--- src/rtl/spi_master_arbiter.sv ---
`default_nettype none
// ============================================================================
// Module      : spi_master_arbiter
// Description : Round-robin arbiter/sequencer sharing one SPI transaction
//               engine among NREQ requesters. Muxes the granted requester's
//               transaction fields onto the engine, issues the start pulse,
//               returns received words and closes each transaction with
//               done/err (including a word-count check).
// Revision    : 1.0 - initial release
// ============================================================================
module spi_master_arbiter #(
  parameter int NREQ   = 4,
  parameter int DWIDTH = 16
) (
  input  logic                   clk,
  input  logic                   nRst,
  input  logic [NREQ-1:0]        req,
  input  logic [NREQ*DWIDTH-1:0] req_addr,
  input  logic [NREQ*DWIDTH-1:0] req_wr_data,
  input  logic [NREQ*16-1:0]     req_nod,
  input  logic [NREQ*8-1:0]      req_sck_div,
  output logic [NREQ-1:0]        gnt,
  output logic [NREQ-1:0]        rd_valid,
  output logic [DWIDTH-1:0]      rd_data,
  output logic [NREQ-1:0]        done,
  output logic                   err,
  output logic                   eng_start,
  output logic [DWIDTH-1:0]      eng_addr,
  output logic [DWIDTH-1:0]      eng_wr_data,
  output logic [15:0]            eng_nod,
  output logic [7:0]             eng_sck_div,
  input  logic                   eng_busy,
  input  logic                   eng_done,
  input  logic                   eng_spi_done,
  input  logic [2:0]             eng_state,
  input  logic [DWIDTH-1:0]      eng_rd_data
);

  localparam int IW = (NREQ > 1) ? $clog2(NREQ) : 1;

  localparam logic [1:0] S_IDLE   = 2'd0;
  localparam logic [1:0] S_LAUNCH = 2'd1;
  localparam logic [1:0] S_ACTIVE = 2'd2;

  // Engine phase code for the data-word phase.
  localparam logic [2:0] ENG_DATA_PHASE = 3'b011;

  // Per-requester views of the flattened request buses.
  logic [DWIDTH-1:0] addr_a [NREQ];
  logic [DWIDTH-1:0] wr_a   [NREQ];
  logic [15:0]       nod_a  [NREQ];
  logic [7:0]        div_a  [NREQ];

  logic [1:0]        state_q,    state_d;
  logic [IW-1:0]     gidx_q,     gidx_d;
  logic [IW-1:0]     last_q,     last_d;
  logic [15:0]       wcnt_q,     wcnt_d;
  logic              wflag_q,    wflag_d;
  logic [NREQ-1:0]   gnt_q,      gnt_d;
  logic [NREQ-1:0]   rd_valid_q, rd_valid_d;
  logic [DWIDTH-1:0] rd_data_q,  rd_data_d;
  logic [NREQ-1:0]   done_q,     done_d;
  logic              err_q,      err_d;
  logic              start_q,    start_d;

  logic              sel_found;
  logic [IW-1:0]     sel_idx;
  logic [IW-1:0]     cand;
  logic [15:0]       wcnt_fin;
  logic              gnt_any;

  genvar g;
  generate
    for (g = 0; g < NREQ; g++) begin : g_unpack
      assign addr_a[g] = req_addr[g*DWIDTH +: DWIDTH];
      assign wr_a[g]   = req_wr_data[g*DWIDTH +: DWIDTH];
      assign nod_a[g]  = req_nod[g*16 +: 16];
      assign div_a[g]  = req_sck_div[g*8 +: 8];
    end
  endgenerate

  // Round-robin pick: first active request strictly after the last one served.
  always_comb begin
    sel_found = 1'b0;
    sel_idx   = '0;
    cand      = '0;
    for (int k = 1; k <= NREQ; k++) begin
      cand = IW'((int'(last_q) + k) % NREQ);
      if (!sel_found && req[cand]) begin
        sel_found = 1'b1;
        sel_idx   = cand;
      end
    end
  end

  // Word count including a word whose flag is still pending at this edge.
  assign wcnt_fin = wcnt_q + 16'(wflag_q);

  // Sequencer next-state: arbitration in IDLE, start pulse, data/done tracking.
  always_comb begin
    state_d    = state_q;
    gidx_d     = gidx_q;
    last_d     = last_q;
    wcnt_d     = wcnt_q;
    wflag_d    = wflag_q;
    gnt_d      = gnt_q;
    rd_valid_d = '0;
    rd_data_d  = rd_data_q;
    done_d     = '0;
    err_d      = 1'b0;
    start_d    = 1'b0;
    case (state_q)
      S_IDLE: begin
        if (sel_found && !eng_busy) begin
          last_d = sel_idx;
          if (nod_a[sel_idx] == 16'd0) begin
            // Zero-length request is rejected without touching the engine.
            done_d[sel_idx] = 1'b1;
            err_d           = 1'b1;
          end else begin
            gidx_d         = sel_idx;
            wcnt_d         = 16'd0;
            wflag_d        = 1'b0;
            gnt_d          = '0;
            gnt_d[sel_idx] = 1'b1;
            start_d        = 1'b1;
            state_d        = S_LAUNCH;
          end
        end
      end
      S_LAUNCH: begin
        state_d = S_ACTIVE;
      end
      S_ACTIVE: begin
        wflag_d = eng_spi_done && (eng_state == ENG_DATA_PHASE);
        if (wflag_q) begin
          rd_data_d          = eng_rd_data;
          rd_valid_d[gidx_q] = 1'b1;
          wcnt_d             = wcnt_fin;
        end
        if (eng_done) begin
          gnt_d          = '0;
          done_d[gidx_q] = 1'b1;
          err_d          = (wcnt_fin != nod_a[gidx_q]);
          wflag_d        = 1'b0;
          state_d        = S_IDLE;
        end
      end
      default: begin
        state_d = S_IDLE;
      end
    endcase
  end

  // State and output registers; reset returns to IDLE with requester 0 first in line.
  always_ff @(posedge clk or negedge nRst) begin
    if (!nRst) begin
      state_q    <= S_IDLE;
      gidx_q     <= '0;
      last_q     <= IW'(NREQ - 1);
      wcnt_q     <= 16'd0;
      wflag_q    <= 1'b0;
      gnt_q      <= '0;
      rd_valid_q <= '0;
      rd_data_q  <= '0;
      done_q     <= '0;
      err_q      <= 1'b0;
      start_q    <= 1'b0;
    end else begin
      state_q    <= state_d;
      gidx_q     <= gidx_d;
      last_q     <= last_d;
      wcnt_q     <= wcnt_d;
      wflag_q    <= wflag_d;
      gnt_q      <= gnt_d;
      rd_valid_q <= rd_valid_d;
      rd_data_q  <= rd_data_d;
      done_q     <= done_d;
      err_q      <= err_d;
      start_q    <= start_d;
    end
  end

  assign gnt_any = |gnt_q;

  assign gnt       = gnt_q;
  assign rd_valid  = rd_valid_q;
  assign rd_data   = rd_data_q;
  assign done      = done_q;
  assign err       = err_q;
  assign eng_start = start_q;

  // Engine-facing fields follow the granted requester live; write data is
  // deliberately unregistered so the requester can advance it per word.
  assign eng_addr    = gnt_any ? addr_a[gidx_q] : '0;
  assign eng_wr_data = gnt_any ? wr_a[gidx_q]   : '0;
  assign eng_nod     = gnt_any ? nod_a[gidx_q]  : 16'd0;
  assign eng_sck_div = gnt_any ? div_a[gidx_q]  : 8'd0;

endmodule
`default_nettype wire

--- config.mk ---
export PLATFORM = sky130hd
export DESIGN_NAME = spi_master_arbiter
export DESIGN_NICKNAME = d
export VERILOG_FILES = /design/src/rtl/spi_master_arbiter.sv
export SDC_FILE = /design/constraint.sdc
export NUM_CORES = 1
export LEC_CHECK = 0
export CELL_PAD_IN_SITES_DETAIL_PLACEMENT = 1
export CELL_PAD_IN_SITES_GLOBAL_PLACEMENT = 1
export CORE_ASPECT_RATIO = 2
export CORE_MARGIN = 2
export CORE_UTILIZATION = 27
export DETAILED_ROUTE_END_ITERATION = 6
export PLACE_DENSITY_LB_ADDON = 0.12
export SYNTH_ARGS = -nofsm -noshare
export SYNTH_HDL_FRONTEND = slang
export SYNTH_SLANG_ARGS = --single-unit
--- constraint.sdc ---
create_clock -name clk -period 5.1 [get_ports clk]
set_input_delay 1.02 -clock clk [delete_from_list [all_inputs] [get_ports clk]]
set_output_delay 1.02 -clock clk [all_outputs]
set_load 0.01 [all_outputs]
* After elaboration in Yosys (flattened, before gate mapping)
Cells that the tools add are included.
** Storage, ports and cells
- Register bits :: 53
- Input bits :: 252
- Output and inout port bits :: 86
- Word-level logic and storage cells :: 127
** Operators by class
- Add/subtract/negate cells :: 5
- Magnitude comparators :: 10
- Eq/ne operators :: 8
- Muxes and demuxes :: 68
- Bitwise operators :: 3
- Reduce and logical (&&, ||, !) cells :: 22
** Operators with widths (count)
- 16-bit two-way mux :: 14
- 16-bit binary-select mux with 2-bit select :: 4
- 4-bit two-way mux :: 8
- 16-bit one-hot mux with 2 select lines :: 1
- 8-bit two-way mux :: 3
- 1-bit two-way mux :: 19
- 2-bit by 3-bit less-than comparator with 1-bit output (second input constant) :: 6
- 16-bit by 1-bit adder with 16-bit output :: 1
- 8-bit binary-select mux with 2-bit select :: 1
- 16-bit logical NOT :: 1
- 16-bit inequality test :: 1
- 4-bit one-hot mux with 2 select lines :: 2
- 2-bit two-way mux :: 7
- 3-bit AND reduction :: 3
- 1-bit binary-select mux with 2-bit select :: 4
- 2-bit inequality test (second input constant) :: 4
- 4-bit AND reduction :: 2
- 1-bit logical AND :: 7
- 3-bit >= comparator (second input constant) :: 2
- 2-bit inverter with 3-bit output :: 2
- 2-bit one-hot mux with 3 select lines :: 1
- 2-bit by 1-bit adder with 2-bit output (second input constant) :: 2
- 2-bit adder (second input constant) :: 2
- 1-bit demux with 2-bit select :: 2
- other kinds (11) :: 17

* Longest topological paths before layout
- Depth after elaboration :: 21
- Mapped depth :: 8
- Depth with buffers taken out :: 8

* Least setup slack after synthesis
Ideal clock, no wire load.
- Kind :: reg2out
- Start point :: register gidx_q[0]
- End point :: output port eng_addr[10]
- Arrival time :: 1.915 ns
- Setup slack :: 2.165 ns
- Cell stages (with the launch flop) :: 7
- Buffers on the path :: 4
- Cells stage by stage :: dfrtp_1 > buf_4 > buf_2 > buf_2 > buf_2 > mux4_2 > nor2b_1
** Between the ends
- Word-level cells in the longest chain between the ends :: 5
** RTL lines
- from (decl) :: RTL line 55 : logic [IW-1:0] gidx_q, gidx_d;
- from (signal assigned) :: RTL line 171 : gidx_q <= gidx_d;
- 2-bit inverter with 3-bit output (implied by the code) :: RTL line 195 : assign eng_addr = gnt_any ? addr_a[gidx_q] : '0;
- 16-bit binary-select mux with 2-bit select :: RTL line 195
- 16-bit two-way mux (implied by the code) (2 in series) :: RTL line 195
- 16-bit two-way mux :: RTL line 195
- to (decl) :: RTL line 28 : output logic [DWIDTH-1:0] eng_addr,
No other way between the ends. The select of a mux whose other input is x is not followed.

* Final worst setup path
- Start point :: register gidx_q[0]
- End point :: output port eng_sck_div[3]
** Between the ends
- Word-level cells in the longest chain between the ends :: 5
** RTL lines
- 2-bit inverter with 3-bit output (implied by the code) :: RTL line 198 : assign eng_sck_div = gnt_any ? div_a[gidx_q] : 8'd0;
- 8-bit binary-select mux with 2-bit select :: RTL line 198
- 8-bit two-way mux (implied by the code) (2 in series) :: RTL line 198
- 8-bit two-way mux :: RTL line 198
- to (decl) :: RTL line 31 : output logic [7:0] eng_sck_div,
No other way between the ends. The select of a mux whose other input is x is not followed.

==> metrics <==
cell count after synthesis 479; Port Buf Inserts about 340; post-cts hold buffer count 0; Via Count 5414; ordered list of cells on the worst path buf_4 -> mux4_2 -> nor2b_1 -> clkdlybuf4s50_1; Initial DRC Count 153; Fin Clk Skew 3.66 ps; cell family with most CP delay flip-flops; Detail Route Antenna Nets 0; post-synthesis cell type count 56; initial core utilization 27.3%; # Post-CTS Setup Buffers 0; Post-Route Hold Slack between 400 and 500 ps; Seq cells post-synth 53; per-cell via count in the routed design 5.37; clock sinks 53; Worst EP arrival 2910 ps; critical path launch point gidx_q[0]; primary flip-flop cell chosen by synthesis mapping sky130_fd_sc_hd__dfrtp_1; setup repair after global routing missed its margin no; Crit-path slowest cell sky130_fd_sc_hd__dfrtp_4; Core Area 0.0177 sq mm; aggregate global routing overflow 0; Detail Placement HPWL roughly 22000 um; Leakage ~3.1 nW; Final Hold Viols 0; proportion of synthesized flip-flops having asynchronous set or reset 100%; launch instance of the worst min-delay path rd_data[2]; global placement routability congestion 0.943; achievable clock frequency approximately 250 MHz; cts bufs inserted 5; Pwr Density 469 mW/mm^2; layout-stage area growth over the synthesis result 75.8%; height of the die slightly below 200 um; vias in the first global route 6248; Final Max Slew Viols 0; Longest Clk Path Bufs 2; insertion delay of the later-clocked pin in the worst-skew pair around 300 ps; overall die area 0.0191 sq mm; number of antenna violations at the first check in global routing 2; IO Count 338; remaining design rule violation count 0; post-CTS sizing 0; buffer and inverter count on the worst path 2; first-pass GRT wire length around 38000 um; synthesized net count 733; Netlist Area Pre-Place 0.00484 sq mm; launch point of the worst reg-to-reg path wflag_q; run status finished, final reports clean; Final nets 1047; width of the chip about 99 um; crit path launch type flop; global routing usage summed across all routing layers between 20% and 30%; transition time at the pin with the least slew margin 992 ps; clock-pin slew on the worst setup and hold paths about 70 ps; Synthesis Warnings 0; maximum number of pins on one net before global-route repair 57; relative max-transition margin 33.5%; count of endpoints failing setup in the final report 0; sum of routed wire length over all layers 25500 um; # H-tree levels 2; largest voltage drop on the vdd net 0.266 mV; Max Cap Violations 0; fraction of final layout cells sized beyond drive strength 1 a little over a tenth; DRT Pass-1 Iters 4; category of the worst setup path capture point output pin; CP Max Fanout 53; cell row count 69; Clock Root Buffer sky130_fd_sc_hd__clkbuf_16; setup_tns 0 ps; TritonCTS clock tree done; data required time of the worst path 4080 ps; Mean Syn Cell Area between 10 and 15 sq um; slowest stage delay, CP 1020 ps; fin util 48.1%; worst min-delay path class reg -> reg; time the worst path needs with I/O delays and setup 3930 ps; Seq/Total Area, Yosys 27.5%; DR WL/cell between 20 and 30 um; fin crit share ~77%; number of flops mapped to enable cells by yosys 0; worst setup path class reg -> out
==> logic make-up (layout without fill, tap and decap cells) <==
| group | after synthesis | in the layout | synth area share, % |
|---|---|---|---|
| DFF | 53 | 53 | 27.5 |
| AOI/OAI and AO/OA | 63 | 63 | 9.31 |
| other | 0 | 2 | 0 |
| buffers and inverters | 57 | 372 | 5.28 |
| muxes | 66 | 66 | 28.3 |
| adders and majority gates | 2 | 2 | 0.517 |
| and+or+nand+nor | 216 | 216 | 24.3 |
| xor gates and xnor gates | 22 | 22 | 4.84 |
==> cells in the mapped netlist (2+ instances only) <==
master,number,share of area [%]
sky130_fd_sc_hd__or4_1,3,0.47
sky130_fd_sc_hd__o32ai_1,14,2.5
sky130_fd_sc_hd__buf_6,3,0.70
sky130_fd_sc_hd__a21oi_1,14,1.4
sky130_fd_sc_hd__nor3_1,7,0.72
sky130_fd_sc_hd__nor4_1,21,2.7
sky130_fd_sc_hd__mux4_2,55,26
sky130_fd_sc_hd__mux2i_1,6,1.2
sky130_fd_sc_hd__o211ai_1,2,0.31
sky130_fd_sc_hd__nand2b_1,6,0.78
sky130_fd_sc_hd__a31oi_1,2,0.26
sky130_fd_sc_hd__mux2_2,4,0.93
sky130_fd_sc_hd__nand3_1,12,1.2
sky130_fd_sc_hd__nand2_1,64,5.0
sky130_fd_sc_hd__xnor3_1,3,1.4
sky130_fd_sc_hd__a22oi_1,2,0.31
sky130_fd_sc_hd__o21ai_0,4,0.41
sky130_fd_sc_hd__inv_1,20,1.6
sky130_fd_sc_hd__o31ai_1,4,0.62
sky130_fd_sc_hd__dfstp_2,2,1.1
sky130_fd_sc_hd__buf_2,12,1.2
sky130_fd_sc_hd__and4_1,4,0.72
sky130_fd_sc_hd__nand4b_1,4,0.72
sky130_fd_sc_hd__o22a_1,2,0.36
sky130_fd_sc_hd__ha_1,2,0.52
sky130_fd_sc_hd__nand4_1,2,0.26
sky130_fd_sc_hd__clkbuf_1,19,1.5
sky130_fd_sc_hd__buf_1,2,0.16
sky130_fd_sc_hd__o21a_1,4,0.62
sky130_fd_sc_hd__and3_1,2,0.26
sky130_fd_sc_hd__dfrtp_1,51,26
sky130_fd_sc_hd__nor2b_1,61,7.9
sky130_fd_sc_hd__or3_1,5,0.65
sky130_fd_sc_hd__nor3b_1,3,0.47
sky130_fd_sc_hd__o22ai_1,4,0.52
sky130_fd_sc_hd__a22o_1,2,0.36
sky130_fd_sc_hd__xnor2_1,19,3.4
sky130_fd_sc_hd__nor2_1,15,1.2
==> state kept, by name, indices dropped and copies added (netlist names) <==
name / flops
wcnt_q: 16
err: 1
rd_data: 16
eng_start: 1
state_q: 2
wflag_q: 1
rd_valid: 4
last_q: 2
done: 4
gnt: 4
gidx_q: 2
==> power breakdown <==
part           switching, W  internal, W  leakage, nW  total (W)
Clock              0.000157     0.000182       0.0631   0.000340
Combinational       0.00119      0.00160         2.40    0.00278
Sequential         0.000303     0.000561        0.647   0.000864
Total               0.00165      0.00234         3.11    0.00399
==> worst reg2reg max path, stage by stage (launching register included) <==
cell and delay [ps]:
sky130_fd_sc_hd__dfrtp_1 770, sky130_fd_sc_hd__ha_1 360, sky130_fd_sc_hd__ha_1 250, sky130_fd_sc_hd__nand2_1 210
sky130_fd_sc_hd__nor4_1 570, sky130_fd_sc_hd__xnor3_1 270, sky130_fd_sc_hd__nand3_1 100, sky130_fd_sc_hd__nor4_2 360
sky130_fd_sc_hd__a31oi_1 160
==> cell usage in the layout, fill, tap and decap left out, types with 3 or more instances in the layout <==
master / synthesis / routed
sky130_fd_sc_hd__o31ai_1: 4 / 4
sky130_fd_sc_hd__o21a_1: 4 / 4
sky130_fd_sc_hd__or4_1: 3 / 3
sky130_fd_sc_hd__nand2b_1: 6 / 6
sky130_fd_sc_hd__inv_1: 20 / 20
sky130_fd_sc_hd__nand2_1: 64 / 64
sky130_fd_sc_hd__o21ai_0: 4 / 4
sky130_fd_sc_hd__clkbuf_16: 0 / 5
sky130_fd_sc_hd__nor3_1: 7 / 7
sky130_fd_sc_hd__and4_1: 4 / 4
sky130_fd_sc_hd__dfrtp_1: 51 / 49
sky130_fd_sc_hd__clkdlybuf4s50_1: 0 / 336
sky130_fd_sc_hd__or3_1: 5 / 5
sky130_fd_sc_hd__xnor2_1: 19 / 19
sky130_fd_sc_hd__o22ai_1: 4 / 4
sky130_fd_sc_hd__buf_4: 1 / 7
sky130_fd_sc_hd__mux4_2: 55 / 55
sky130_fd_sc_hd__mux2_2: 4 / 4
sky130_fd_sc_hd__nor4_1: 21 / 20
sky130_fd_sc_hd__nand3_1: 12 / 12
sky130_fd_sc_hd__o32ai_1: 14 / 14
sky130_fd_sc_hd__nand4b_1: 4 / 4
sky130_fd_sc_hd__nor2_1: 15 / 15
sky130_fd_sc_hd__a21oi_1: 14 / 14
sky130_fd_sc_hd__nor3b_1: 3 / 3
sky130_fd_sc_hd__xnor3_1: 3 / 3
sky130_fd_sc_hd__nor2b_1: 61 / 61
sky130_fd_sc_hd__mux2i_1: 6 / 6
==> through the flow <==
stage | setup WS [ps] | instance area, sq um | total power, W | std cells
5_1_grt | 979 | 8500 | 0.00424 | 1009
6_report | 1170 | 8500 | 0.00399 | 1009
4_1_cts | 1090 | 8500 | 0.00404 | 1007
3_3_place_gp | 1280 | 8360 | 0.00362 | 999
3_5_place_dp | 1200 | 8360 | 0.00368 | 999
2_1_floorplan | 2160 | 4840 | 0.00232 | 479
==> cell type report <==
class	instances	area, sq um
Clock buffer	6	129
Fill cell	1984	9190
Clock inverter	2	15.0
Multi-Input combinational cell	369	3260
Sequential cell	53	1330
Timing Repair Buffer	344	3420
Tap cell	213	267
Inverter	20	75.1
Antenna cell	2	5.00
==> final timing paths <==
| path | endpoint | slack (ps) | cells past startpoint |
|---|---|---|---|
| max reg2reg | err | 1900 | 8 |
| min reg2reg | rd_data[2] | 480 | 2 |
| min | rd_data[2] | 480 | 2 |
| max | eng_sck_div[3] | 1170 | 4 |
| min in group asynchronous | wcnt_q[8] | 870 | 2 |
| max in group asynchronous | gidx_q[0] | 3690 | 2 |
==> metal layers <==
metal / track usage (%) / vias up / routed length, um
met1: 26.9 / 2704 / 8450
met5: 0 / - / 0
met4: 9.64 / 0 / 805
li1: - / 2427 / -
met3: 6.18 / 28 / 1820
met2: 51.3 / 255 / 14400
Note: power is estimated with default switching activity, not from simulation.
